===== src/rtl/load_store_unit_if.sv =====
// Core-side request/response and memory-bus signals of the load/store unit.
// master = the LSU (drives the bus), slave = core plus memory environment.
interface load_store_unit_if;
  logic        lsu_valid;
  logic        lsu_we;
  logic [2:0]  lsu_funct3;
  logic [31:0] lsu_addr;
  logic [31:0] lsu_wdata;
  logic [31:0] lsu_rdata;
  logic        lsu_done;
  logic        lsu_fault;
  logic        lsu_stall;
  logic        mem_req;
  logic        mem_we;
  logic [31:0] mem_addr;
  logic [31:0] mem_wdata;
  logic [3:0]  mem_wstrb;
  logic        mem_gnt;
  logic        mem_rvalid;
  logic [31:0] mem_rdata;

  modport master (
    input  lsu_valid, lsu_we, lsu_funct3, lsu_addr, lsu_wdata,
    output lsu_rdata, lsu_done, lsu_fault, lsu_stall,
    output mem_req, mem_we, mem_addr, mem_wdata, mem_wstrb,
    input  mem_gnt, mem_rvalid, mem_rdata
  );

  modport slave (
    output lsu_valid, lsu_we, lsu_funct3, lsu_addr, lsu_wdata,
    input  lsu_rdata, lsu_done, lsu_fault, lsu_stall,
    input  mem_req, mem_we, mem_addr, mem_wdata, mem_wstrb,
    output mem_gnt, mem_rvalid, mem_rdata
  );
endinterface


===== src/rtl/load_store_unit.sv =====
// Byte/half/word load-store sequencer between a single-cycle core and a req/gnt/rvalid bus.
//   state  | meaning
//   IDLE   | waiting for lsu_valid; decodes and faults bad ops without touching the bus
//   REQ    | mem_req high, address/data/strobes held until mem_gnt
//   WAIT   | waiting for mem_rvalid, timeout counter running
//   RESP   | one-cycle lsu_done (and lsu_fault), core released
module load_store_unit #(
  parameter int unsigned TIMEOUT = 16
) (
  input logic              clk,
  input logic              rst_n,
  load_store_unit_if.master bus
);

  localparam logic [1:0] S_IDLE = 2'd0;
  localparam logic [1:0] S_REQ  = 2'd1;
  localparam logic [1:0] S_WAIT = 2'd2;
  localparam logic [1:0] S_RESP = 2'd3;
  localparam logic [7:0] CTR_LAST = 8'(TIMEOUT - 1);

  logic [1:0]  r_state;
  logic [7:0]  r_ctr;
  logic [1:0]  r_off;
  logic [2:0]  r_funct3;
  logic        r_we;
  logic        r_fault;
  logic [31:0] r_addr;
  logic [31:0] r_wdata;
  logic [3:0]  r_wstrb;
  logic [31:0] r_rdata;

  logic        w_illegal;
  logic        w_misaligned;
  logic        w_fault;
  logic [31:0] w_wdata;
  logic [3:0]  w_wstrb;
  logic [7:0]  w_byte;
  logic [15:0] w_half;
  logic [31:0] w_load;

  // Stores only exist for widths 000..010; 011 and 11x are illegal for both.
  always_comb begin
    w_illegal    = (bus.lsu_funct3 == 3'b011) || (bus.lsu_funct3[2:1] == 2'b11) ||
                   (bus.lsu_we && bus.lsu_funct3[2]);
    w_misaligned = ((bus.lsu_funct3[1:0] == 2'b01) && bus.lsu_addr[0]) ||
                   ((bus.lsu_funct3[1:0] == 2'b10) && (bus.lsu_addr[1:0] != 2'b00));
    w_fault      = w_illegal || w_misaligned;
  end

  always_comb begin
    w_wdata = '0;
    w_wstrb = '0;
    if (bus.lsu_we) begin
      case (bus.lsu_funct3[1:0])
        2'b00: begin
          w_wdata = {4{bus.lsu_wdata[7:0]}};
          w_wstrb = 4'b0001 << bus.lsu_addr[1:0];
        end
        2'b01: begin
          w_wdata = {2{bus.lsu_wdata[15:0]}};
          w_wstrb = 4'b0011 << bus.lsu_addr[1:0];
        end
        default: begin
          w_wdata = bus.lsu_wdata;
          w_wstrb = 4'b1111;
        end
      endcase
    end
  end

  always_comb begin
    w_byte = bus.mem_rdata[{r_off, 3'b000} +: 8];
    w_half = bus.mem_rdata[{r_off[1], 4'b0000} +: 16];
    case (r_funct3)
      3'b000:  w_load = {{24{w_byte[7]}}, w_byte};
      3'b100:  w_load = {24'h0, w_byte};
      3'b001:  w_load = {{16{w_half[15]}}, w_half};
      3'b101:  w_load = {16'h0, w_half};
      default: w_load = bus.mem_rdata;
    endcase
  end

  always_ff @(posedge clk or negedge rst_n) begin
    if (!rst_n) begin
      r_state  <= S_IDLE;
      r_ctr    <= '0;
      r_off    <= '0;
      r_funct3 <= '0;
      r_we     <= 1'b0;
      r_fault  <= 1'b0;
      r_addr   <= '0;
      r_wdata  <= '0;
      r_wstrb  <= '0;
      r_rdata  <= '0;
    end else begin
      case (r_state)
        S_IDLE: begin
          if (bus.lsu_valid) begin
            if (w_fault) begin
              r_fault <= 1'b1;
              r_state <= S_RESP;
            end else begin
              r_fault  <= 1'b0;
              r_off    <= bus.lsu_addr[1:0];
              r_funct3 <= bus.lsu_funct3;
              r_we     <= bus.lsu_we;
              r_addr   <= {bus.lsu_addr[31:2], 2'b00};
              r_wdata  <= w_wdata;
              r_wstrb  <= w_wstrb;
              r_state  <= S_REQ;
            end
          end
        end
        S_REQ: begin
          if (bus.mem_gnt) begin
            r_ctr   <= '0;
            r_state <= S_WAIT;
          end
        end
        S_WAIT: begin
          // A response on the last counted cycle still wins over the timeout.
          if (bus.mem_rvalid) begin
            if (!r_we) r_rdata <= w_load;
            r_state <= S_RESP;
          end else if (r_ctr == CTR_LAST) begin
            r_fault <= 1'b1;
            r_state <= S_RESP;
          end else begin
            r_ctr <= r_ctr + 8'd1;
          end
        end
        S_RESP: begin
          r_state <= S_IDLE;
        end
      endcase
    end
  end

  assign bus.lsu_rdata = r_rdata;
  assign bus.lsu_done  = (r_state == S_RESP);
  assign bus.lsu_fault = (r_state == S_RESP) && r_fault;
  assign bus.lsu_stall = bus.lsu_valid && (r_state != S_RESP);
  assign bus.mem_req   = (r_state == S_REQ);
  assign bus.mem_we    = (r_state == S_REQ) && r_we;
  assign bus.mem_addr  = r_addr;
  assign bus.mem_wdata = r_wdata;
  assign bus.mem_wstrb = (r_state == S_REQ) ? r_wstrb : 4'b0000;

endmodule


===== src/flat_wrapper.sv =====
// flat-port wrapper written by rule: the top's interface ports become plain ports
module load_store_unit_flat 
#(
  parameter int unsigned TIMEOUT = 16
)
  (clk, rst_n, bus_lsu_valid, bus_lsu_we, bus_lsu_funct3, bus_lsu_addr, bus_lsu_wdata, bus_lsu_rdata, bus_lsu_done, bus_lsu_fault, bus_lsu_stall, bus_mem_req, bus_mem_we, bus_mem_addr, bus_mem_wdata, bus_mem_wstrb, bus_mem_gnt, bus_mem_rvalid, bus_mem_rdata);
  load_store_unit_if bus_i ();
  input logic clk;
  input logic rst_n;
  input wire logic [$bits(bus_i.lsu_valid)-1:0] bus_lsu_valid;
  input wire logic [$bits(bus_i.lsu_we)-1:0] bus_lsu_we;
  input wire logic [$bits(bus_i.lsu_funct3)-1:0] bus_lsu_funct3;
  input wire logic [$bits(bus_i.lsu_addr)-1:0] bus_lsu_addr;
  input wire logic [$bits(bus_i.lsu_wdata)-1:0] bus_lsu_wdata;
  output wire logic [$bits(bus_i.lsu_rdata)-1:0] bus_lsu_rdata;
  output wire logic [$bits(bus_i.lsu_done)-1:0] bus_lsu_done;
  output wire logic [$bits(bus_i.lsu_fault)-1:0] bus_lsu_fault;
  output wire logic [$bits(bus_i.lsu_stall)-1:0] bus_lsu_stall;
  output wire logic [$bits(bus_i.mem_req)-1:0] bus_mem_req;
  output wire logic [$bits(bus_i.mem_we)-1:0] bus_mem_we;
  output wire logic [$bits(bus_i.mem_addr)-1:0] bus_mem_addr;
  output wire logic [$bits(bus_i.mem_wdata)-1:0] bus_mem_wdata;
  output wire logic [$bits(bus_i.mem_wstrb)-1:0] bus_mem_wstrb;
  input wire logic [$bits(bus_i.mem_gnt)-1:0] bus_mem_gnt;
  input wire logic [$bits(bus_i.mem_rvalid)-1:0] bus_mem_rvalid;
  input wire logic [$bits(bus_i.mem_rdata)-1:0] bus_mem_rdata;
  assign bus_i.lsu_valid = bus_lsu_valid;
  assign bus_i.lsu_we = bus_lsu_we;
  assign bus_i.lsu_funct3 = bus_lsu_funct3;
  assign bus_i.lsu_addr = bus_lsu_addr;
  assign bus_i.lsu_wdata = bus_lsu_wdata;
  assign bus_lsu_rdata = bus_i.lsu_rdata;
  assign bus_lsu_done = bus_i.lsu_done;
  assign bus_lsu_fault = bus_i.lsu_fault;
  assign bus_lsu_stall = bus_i.lsu_stall;
  assign bus_mem_req = bus_i.mem_req;
  assign bus_mem_we = bus_i.mem_we;
  assign bus_mem_addr = bus_i.mem_addr;
  assign bus_mem_wdata = bus_i.mem_wdata;
  assign bus_mem_wstrb = bus_i.mem_wstrb;
  assign bus_i.mem_gnt = bus_mem_gnt;
  assign bus_i.mem_rvalid = bus_mem_rvalid;
  assign bus_i.mem_rdata = bus_mem_rdata;
  load_store_unit #(.TIMEOUT(TIMEOUT)) u_core (.clk(clk), .rst_n(rst_n), .bus(bus_i));
endmodule

===== config.mk =====
export PLATFORM = sky130hd
export DESIGN_NAME = load_store_unit_flat
export DESIGN_NICKNAME = d
export VERILOG_FILES = /design/src/rtl/load_store_unit_if.sv /design/src/rtl/load_store_unit.sv /design/src/flat_wrapper.sv
export SDC_FILE = /design/constraint.sdc
export NUM_CORES = 1
export LEC_CHECK = 0
export BUFFER_PORTS_ARGS = -buffer_cell sky130_fd_sc_hd__buf_4
export CELL_PAD_IN_SITES_DETAIL_PLACEMENT = 0
export CELL_PAD_IN_SITES_GLOBAL_PLACEMENT = 1
export CORE_AREA = 2 2 188 144
export DETAILED_ROUTE_END_ITERATION = 6
export DIE_AREA = 0 0 190 146
export GPL_TIMING_DRIVEN = 0
export PLACE_DENSITY = 0.59
export SLEW_MARGIN = 15
export SYNTH_ARGS = -nofsm -noshare
export SYNTH_HDL_FRONTEND = slang
export SYNTH_SLANG_ARGS = --single-unit

===== constraint.sdc =====
create_clock -name clk -period 2.2 [get_ports clk]
set_input_delay 0.66 -clock clk [delete_from_list [all_inputs] [get_ports clk]]
set_output_delay 0.66 -clock clk [all_outputs]
set_load 0.02 [all_outputs]

==> results of run 1 <==
## where the power goes
part,internal [mW],switching [mW],total (mW)
clock,1.84,1.07,2.90
combinational,2.45,2.87,5.33
sequential,3.06,0.620,3.68
## repair_timing
item | in CTS | in global routing
pin swaps | 0 | 1
endpoints found under the setup margin | 5 | 35
resized for setup | 1 | 12
buffers inserted | 0 | 2
endpoints found under the hold margin | 0 | 0
## sequential cells by signal, indices dropped and copies added, names as in the netlist, 2 cells and up
name / count
u_core.bus.mem_wdata: 32
u_core.r_state: 2
u_core.r_wstrb: 4
u_core.bus.mem_addr: 30
u_core.r_funct3: 3
u_core.bus.lsu_rdata: 32
u_core.r_off: 2
u_core.r_ctr: 8
## final timing paths
path,start,to,slack (ns),depth (start not counted)
min in group clk,bus_lsu_addr[11],u_core.bus.mem_addr[11]$_DFFE_PN0P_,0.47,2
worst max register to register,u_core.r_state[0]$_DFFE_PN0P_,u_core.bus.lsu_rdata[7]$_DFFE_PN0P_,0.12,9
max in group asynchronous,rst_n,u_core.bus.mem_wdata[16]$_DFFE_PN0P_,1.29,2
worst min register to register,u_core.bus.mem_wdata[2]$_DFFE_PN0P_,u_core.bus.mem_wdata[2]$_DFFE_PN0P_,0.48,2
worst max-delay path,u_core.r_state[1]$_DFFE_PN0P_,bus_mem_wstrb[2],0.05,4
worst min-delay path,rst_n,u_core.bus.lsu_rdata[26]$_DFFE_PN0P_,0.16,1
## placed cells by master, fill, tap and decap left out, drive strengths merged, types with 3 or more instances in the layout
| cell type | netlist | layout |
|---|---|---|
| o31ai | 4 | 4 |
| inv | 6 | 7 |
| clkinv | 0 | 5 |
| nand2 | 116 | 116 |
| a211oi | 8 | 8 |
| clkinvlp | 0 | 4 |
| mux2 | 59 | 59 |
| dfrtp | 115 | 115 |
| nor2b | 5 | 5 |
| o22ai | 3 | 3 |
| nor3b | 8 | 8 |
| buf | 19 | 228 |
| ha | 6 | 6 |
| nand3 | 35 | 35 |
| clkbuf | 21 | 40 |
| nor3 | 3 | 3 |
| a21oi | 10 | 10 |
| nand2b | 4 | 4 |
| o21ai | 59 | 59 |
| bufinv | 0 | 3 |
| o211ai | 4 | 4 |
| mux2i | 17 | 17 |
| and2 | 6 | 6 |
| nor2 | 23 | 23 |
## layout make-up
class	count	area [um2]
well taps	344	430.4
fillers	2691	17220
repair buffers	209	1593
multi-input cells	401	2711
clock inverters	13	157.7
flip-flops and latches	115	2878
plain buffers	40	246.5
inverters	6	22.52
clock buffers	19	452.9
## layer usage
layer	vias to the layer above	global-route usage	routed length (um)
met5	-	0	0
met4	0	0.03333	186
li1	2414	-	-
met3	12	0.06414	2053
met1	2374	0.1936	9086
met2	177	0.2135	8484
## kinds of logic after synthesis
kind of cell / Yosys count
and+or+nand+nor: 214
DFF: 115
AOI/OAI and AO/OA: 103
muxes: 76
buffers and inverters: 46
adders and majority gates: 6
other: 1
## stage by stage
stage,power (mW),utilization,hold slack [ns]
6_report,11.91,0.3302,0.1585
5_1_grt,12.68,0.3302,0.1764
4_1_cts,12.07,0.3293,0.1655
3_5_place_dp,9.084,0.3055,0.4737
3_3_place_gp,9.050,0.3042,0.4667
2_1_floorplan,6.766,-,0.3644
==> results.cfg, run 1 <==
[status]
status = finished clean

[global_route]
grt_start_max_net_pins = 75
gr-total-overflow = 0
antenna_found_initial = 0
grt_usage = 0.1447
grt_pass1_wl_mm = 30.51
first_global_vias = 5146

[floorplanning]
die_w_um = 190
rows = 51
die_h_um = 146
die-area_um2 = 27740
core_area_um2 = 25720
start_util = 0.2272
ios = 210

[yosys]
post-synth-top-count-cell = nand2_1
yosysWarnings = 0
synth_ff_type = dfrtp_1
synth_cells = 561
synth-edff-count = 0
netlist_area_um2 = 5843
syn_avg_cell_area_um2 = 10.42
synth.distinct_cells = 57
synth.largest_area_cell = dfrtp_1
synth_seq_area_share = 0.4925
synth_simple_gate_area_frac = 0.1702
ys_async_sr_fraction = 1.000
synthMuxAreaShare = 0.1666
yosys-top-cells-count = 116 x nand2_1, 115 x dfrtp_1, 39 x o21ai_0
synth-adder-area-share = 0.01285
post-synth-top-area-fraction = 0.4925
yosys_register_bits = 115
synth_top_family_by_area = simple AND/OR/NAND/NOR gates
synth_compound_area_frac = 0.1126
synthTopCellsByArea = dfrtp_1 49%, mux2_4 9.3%, nand2_1 7.5%, mux2_2 4.4%, o21ai_0 3.3%
synth_xor_area_frac = 0

[worst_setup_path]
path_class = flip-flop to primary output
crit_required_ns = 1.54
cpPeakStageDelay_ns = 0.40
crit_family = flip-flops
cp.arrival_ns = 1.49
crit_path_max_fanout = 9
crit_path_cell_trace = inv_1 -> ha_2 -> and2_1 -> buf_4
crit_slowest_cell = dfrtp_1
start_kind = flip-flop
cp-end-kind = primary output
critPathBufInv = 2

[final_layout]
drive_gt1_frac = 0.4271
fin_nets = 901
fin_cells = 1147
finish.instance_area_um2 = 8492
antenna_cells = 0
syn_to_final_growth_pct = 45.33

[cts]
ctsHoldBuffers = 0
clk_pin_slew_worst_paths_ns = 0.06
cts_buffers = 17
cts_tree = yes
root_buffer = clkbuf_16
cts_sinks = 115
clock_latency_ns = 0.41
cts.path.max_buffers = 2
htree_levels = 4

[timing]
setup_tns_ns = 0
setup_viol = 0
finalClockSkew_ns = 0.01079
drv_slew = 0
period_needed_ns = 2.149
rsz0062_at_grt = yes
worst_pin_slew_ns = 0.5471
relSlewSlack = 0.6353
post-route-period-util = 0.9769
fmax_mhz = 465.3
worst_slack_ns = 0.05080
timing_hold_violations_final = 0

[job]
max-cap-violations = 0

[routing]
ant_nets = 0
firstDrtPassIters = 4
vias_per_cell = 4.339
wl_mm = 19.81
drcViolationCount = 0
vias = 4977
routedWlPerCell_um = 17.27
drt_iter0_drc = 274

[power_and_ir_drop]
pwr_density_cell_nw_per_um2 = 1403
peakVddDrop_mv = 0.5564
leakagePower_nw = 4.118

[place]
hpwl_mm = 15.01
preCtsSetupSlack_ns = 0.03169
place.gp.congestion = 0.7600
port_buffers = 206
place_inst = 1113
placedInstanceArea_um2 = 7855

[hold_path]
hp-class = input pin to asynchronous set/reset pin
Power figures use the tool's default switching activity.
==> run 2: changes to the inputs <==
- CORE_AREA: 2 2 188 144 -> 2 2 147 113
- DIE_AREA: 0 0 190 146 -> 0 0 149 115
- PLACE_DENSITY: 0.59 -> 0.86
==> results.cfg, run 2 (synthesis results as in run 1) <==
[status]
status = finished clean

[worst_setup_path]
crit_path_max_fanout = 4
cpPeakStageDelay_ns = 0.44
cp.depth = 3
critPathBufInv = 1
crit_family = flip-flops
path_class = flip-flop to primary output
r2r_end = u_core.bus.lsu_rdata[6]$_DFFE_PN0P_
endpoint = bus_lsu_fault
cp.arrival_ns = 1.41
reg2reg_from = u_core.r_state[0]$_DFFE_PN0P_
cp-end-kind = primary output
crit_required_ns = 1.54
cp-startpoint = u_core.r_state[0]$_DFFE_PN0P_
reg2reg_slack_ns = 0.16
crit_path_cell_trace = ha_1 -> and2_1 -> buf_4
start_kind = flip-flop
crit_slowest_cell = dfrtp_1
rr_worst_depth = 9

[power_and_ir_drop]
clockPowerShare = 0.236
seqPwrFrac = 0.313
peakVddDrop_mv = 0.7172
internal_power_mw = 7.238
leakagePower_nw = 4.093
pwr_density_cell_nw_per_um2 = 1410
power_frac_comb = 0.451
finalPower_mw = 11.75
power.share.switching = 0.3843
p_switching_mw = 4.517

[cts]
htree_levels = 4
cts_buffers = 17
cts.path.max_buffers = 2
cts_tree = yes
clk_pin_slew_worst_paths_ns = 0.06
root_buffer = clkbuf_16
clock_latency_ns = 0.42
cts_sinks = 115

[global_route]
antenna_found_initial = 0
first_global_vias = 5052
gr-total-overflow = 0
grt_pass1_wl_mm = 27.02
grt_usage = 0.2057
grt_start_max_net_pins = 76

[final_layout]
antenna_cells = 0
multiInputGateArea_um2 = 2738
finish.instance_area_um2 = 8334
syn_to_final_growth_pct = 42.63
fin_util = 0.5303
seq_area_um2 = 2878
final_common_cell = buf_4
fill_cells = 1492
drive_gt1_frac = 0.4289
mostFrequentLayoutCells = 210 x buf_4, 116 x nand2_1, 115 x dfrtp_1, 39 x o21ai_0, 36 x mux2_4
fin_nets = 900
fin_cells = 1012

[routing]
firstDrtPassIters = 4
drcViolationCount = 0
routedWlPerCell_um = 16.99
drt_iter0_drc = 243
wl_mm = 17.19
vias = 5026
ant_nets = 0
vias_per_cell = 4.966

[floorplanning]
start_util = 0.3718
die_h_um = 115
core_area_um2 = 15720
rows = 40
die_w_um = 149
die-area_um2 = 17140
ios = 210

[timing]
worst_pin_slew_ns = 0.5237
timing_hold_violations_final = 0
drv_slew = 0
setup_viol = 0
finalClockSkew_ns = 0.008393
relSlewSlack = 0.6509
period_needed_ns = 2.070
post-route-period-util = 0.9407
setup_tns_ns = 0
worst_hold_slack_ns = 0.1583
fmax_mhz = 483.2
rsz0062_at_grt = yes
worst_slack_ns = 0.1304

[place]
port_buffers = 206
place.gp.congestion = 0.8201
place_inst = 979
hpwl_mm = 12.76
placedInstanceArea_um2 = 7687
preCtsSetupSlack_ns = 0.07055

[hold_path]
hp-class = input pin to asynchronous set/reset pin

[job]
max-cap-violations = 0
run 2: changes by cell type in the layout (fill, tap and decap cells not counted), sizes merged:
cell / before / now
clkinv: 5 / 2
inv: 7 / 10
clkinvlp: 4 / 6
buf: 228 / 227
bufinv: 3 / 2
clkbuf: 40 / 39
run 2: how the worst min path moves through the flow:
| stage | endpoint | slack (ns) | depth (start not counted) |
|---|---|---|---|
| floorplan | u_core.bus.lsu_rdata[0]$_DFFE_PN0P_ | 0.36 | 0 |
| detailed placement | u_core.r_wstrb[0]$_DFFE_PN0P_ | 0.47 | 2 |
| finish | u_core.bus.lsu_rdata[3]$_DFFE_PN0P_ | 0.16 | 1 |
| global placement | u_core.r_wstrb[1]$_DFFE_PN0P_ | 0.46 | 2 |
| global route | u_core.bus.lsu_rdata[3]$_DFFE_PN0P_ | 0.17 | 1 |
| CTS | u_core.bus.lsu_rdata[3]$_DFFE_PN0P_ | 0.16 | 1 |
run 2: what timing repair did:
item                                    in CTS  in global routing
resized for setup                            2                 11
hold endpoints to repair                     0                  0
endpoints found under the setup margin       5                 32
hold buffers                                 0                  0
pin swaps                                    0                  1
buffers inserted                             0                  1
run 2: layout make-up:
cell class / instances / area share
Buffer: 40 / 0.02912
Clock buffer: 18 / 0.05269
Clock inverter: 14 / 0.01847
Inverter: 6 / 0.002702
Multi-Input combinational cell: 401 / 0.3285
Sequential cell: 115 / 0.3453
Tap cell: 210 / 0.03153
Timing Repair Buffer: 208 / 0.1917
run 2: metal layers:
layer | global-route usage | vias up | wire length (um)
met2 | 0.3155 | 189 | 7867
met5 | 0 | - | 0
met4 | 0.06286 | 0 | 226
met3 | 0.08294 | 22 | 1759
li1 | - | 2415 | -
met1 | 0.2690 | 2400 | 7340
run 2: power groups by stage:
stage / clock, mW / sequential, mW / combinational [mW]
2_1_floorplan: 0 / 4.56 / 2.21
3_3_place_gp: 0 / 3.68 / 5.23
3_5_place_dp: 0 / 3.68 / 5.30
4_1_cts: 2.82 / 3.69 / 5.32
5_1_grt: 2.94 / 3.80 / 5.75
6_report: 2.78 / 3.68 / 5.30
==> run 3: changes to the inputs <==
- ABC_AREA: default -> 1
- CORE_AREA: 2 2 147 113 -> 2 2 155 119
- DIE_AREA: 0 0 149 115 -> 0 0 157 121
- PLACE_DENSITY: 0.86 -> 0.85
==> results.cfg, run 3 <==
[status]
status = finished clean

[floorplanning]
ios = 210
die_h_um = 121
start_util = 0.3466
core_area_um2 = 17390
die-area_um2 = 19000
rows = 42
die_w_um = 157

[cts]
clock_latency_ns = 0.43
htree_levels = 4
cts_sinks = 115
cts_buffers = 17
cts_tree = yes
clk_pin_slew_worst_paths_ns = 0.06
ctsHoldBuffers = 0
cts.path.max_buffers = 2
root_buffer = clkbuf_16

[worst_setup_path]
crit_path_max_fanout = 7
cp.arrival_ns = 1.44
crit_path_cell_trace = inv_2 -> ha_2 -> buf_8 -> nand2_1 -> inv_1 -> buf_4
path_class = flip-flop to primary output
cp.depth = 6
start_kind = flip-flop
cp-end-kind = primary output
cpPeakStageDelay_ns = 0.39
rr_worst_depth = 9
crit_required_ns = 1.54
crit_slowest_cell = dfrtp_1
crit_family = flip-flops
critPathBufInv = 4

[routing]
routedWlPerCell_um = 14.41
vias_per_cell = 4.525
firstDrtPassIters = 5
drt_iter0_drc = 356
vias = 5960
ant_nets = 0
drcViolationCount = 0
wl_mm = 18.98

[power_and_ir_drop]
pwr_density_cell_nw_per_um2 = 1436
peakVddDrop_mv = 0.6172
leakagePower_nw = 4.815

[job]
max-cap-violations = 0

[timing]
finalClockSkew_ns = 0.01040
setup_tns_ns = 0
worst_hold_slack_ns = 0.1668
period_needed_ns = 2.101
fmax_mhz = 476.0
setup_viol = 0
worst_pin_slew_ns = 0.5139
timing_hold_violations_final = 0
relSlewSlack = 0.6574
post-route-period-util = 0.9549
rsz0062_at_grt = no
drv_slew = 0
worst_slack_ns = 0.09928

[yosys]
netlist_area_um2 = 6030
ys_async_sr_fraction = 1.000
yosysWarnings = 0
syn_avg_cell_area_um2 = 7.230
synthTopCellsByArea = dfrtp_1 48%, nand2_1 22%, inv_1 5.1%, nand3_1 3.9%, nor2_1 3.6%
synth.distinct_cells = 31
yosys_register_bits = 115
synth_cells = 834
synth-edff-count = 0
post-synth-top-count-cell = nand2_1
synth_ff_type = dfrtp_1
post-synth-top-area-fraction = 0.4773
yosys-top-cells-count = 356 x nand2_1, 115 x dfrtp_1, 82 x inv_1
synth_seq_area_share = 0.4773
synth.largest_area_cell = dfrtp_1

[final_layout]
antenna_cells = 0
finish.instance_area_um2 = 8527
fin_cells = 1317
drive_gt1_frac = 0.2893
fill_cells = 1765
final_common_cell = nand2_1
syn_to_final_growth_pct = 41.42
mostFrequentLayoutCells = 356 x nand2_1, 214 x buf_4, 115 x dfrtp_1, 81 x inv_1, 58 x nor2_1
fin_nets = 1174

[place]
place_inst = 1285
place.gp.congestion = 0.8558
preCtsSetupSlack_ns = 0.1895
placedInstanceArea_um2 = 7921
port_buffers = 207
hpwl_mm = 14.32

[global_route]
antenna_found_initial = 0
busiest_layer = met2
first_global_vias = 5911
grt_usage = 0.2132
gr-total-overflow = 0
use_met2 = 0.3051
grt_pass1_wl_mm = 31.19
grt_start_max_net_pins = 65
grt_use_met1 = 0.2998
gr-usage-met3 = 0.07500

[hold_path]
hp-class = input pin to asynchronous set/reset pin
-- run 3: cell types whose count changed after synthesis, moves of 11 or more --
cell	before	now
inv_1	6	82
clkbuf_1	20	9
nor2_1	20	58
nand3_1	35	47
nand2_1	116	356
a21oi_1	10	36
mux2_4	36	0
o21ai_1	20	0
mux2_2	23	0
or2_2	2	26
buf_2	6	22
o21ai_0	39	27
mux2i_1	16	0
-- run 3: through the flow --
step	power (mW)	utilization
2_1_floorplan	7.051	-
3_3_place_gp	9.403	0.4536
3_5_place_dp	9.480	0.4554
4_1_cts	12.34	0.4900
5_1_grt	13.17	0.4902
6_report	12.24	0.4902
-- run 3: power by group --
group          switching [mW]  leakage [nW]  internal, mW  total [mW]
Combinational            3.39          3.10          2.34        5.73
Clock                    1.05         0.278          1.72        2.77
Sequential              0.630          1.44          3.11        3.74
Total                    5.07          4.82          7.17        12.2
-- run 3: per-layer routing --
metal / routed length (um) / share of wire / up-vias
met2: 7876 / 0.41 / 204
li1: - / - / 3022
met3: 1842 / 0.097 / 24
met1: 8995 / 0.47 / 2710
met4: 267 / 0.014 / 0
met5: 0 / 0 / -
-- run 3: worst register-to-register path: stages, from the launching register on --
cell and delay, ns:
dfrtp_1 0.41, inv_1 0.12, ha_1 0.15, buf_2 0.18, nand3_2 0.22, clkbuf_1 0.30, a21oi_1 0.18, nand3_1 0.15
nand2_1 0.09, inv_1 0.04
-- run 3: kinds of logic after synthesis --
| logic type | after synthesis | share of synthesized area |
|---|---|---|
| compound gates | 83 | 0.07699 |
| xor+xnor | 2 | 0.002906 |
| fa+ha+maj | 6 | 0.01245 |
| buf+inv | 127 | 0.08799 |
| flops | 115 | 0.4773 |
| other cells | 1 | 0.0006219 |
| simple gates | 500 | 0.3418 |
-- run 3: cell type report --
type | count | area [um2] | share of cell area
inverter | 89 | 334.1 | 0.03918
timing repair buffer | 209 | 1593 | 0.1868
buffer | 38 | 207.7 | 0.02436
clock inverter | 12 | 131.4 | 0.01541
tap | 242 | 302.8 | 0.03551
sequential | 115 | 2878 | 0.3375
clock buffer | 19 | 452.9 | 0.05312
multi-input combinational | 593 | 2628 | 0.3081
-- run 3: repair_timing --
item	CTS	global route
pin swaps	0	0
setup endpoints to repair	5	5
resized for setup	3	3
buffers inserted	1	0
endpoints found under the hold margin	0	0
-- run 3: final timing paths --
check	startpoint	end	slack (ns)
worst max-delay path	u_core.r_state[1]$_DFFE_PN0P_	bus_mem_wstrb[0]	0.1
worst min-delay path	rst_n	u_core.bus.mem_addr[2]$_DFFE_PN0P_	0.17
worst max register to register	u_core.r_state[0]$_DFFE_PN0P_	u_core.bus.lsu_rdata[9]$_DFFE_PN0P_	0.27
worst min register to register	u_core.bus.mem_wdata[26]$_DFFE_PN0P_	u_core.bus.mem_wdata[26]$_DFFE_PN0P_	0.48
max in group asynchronous	rst_n	u_core.bus.lsu_rdata[25]$_DFFE_PN0P_	1.32
min in group clk	bus_lsu_addr[12]	u_core.bus.mem_addr[12]$_DFFE_PN0P_	0.42
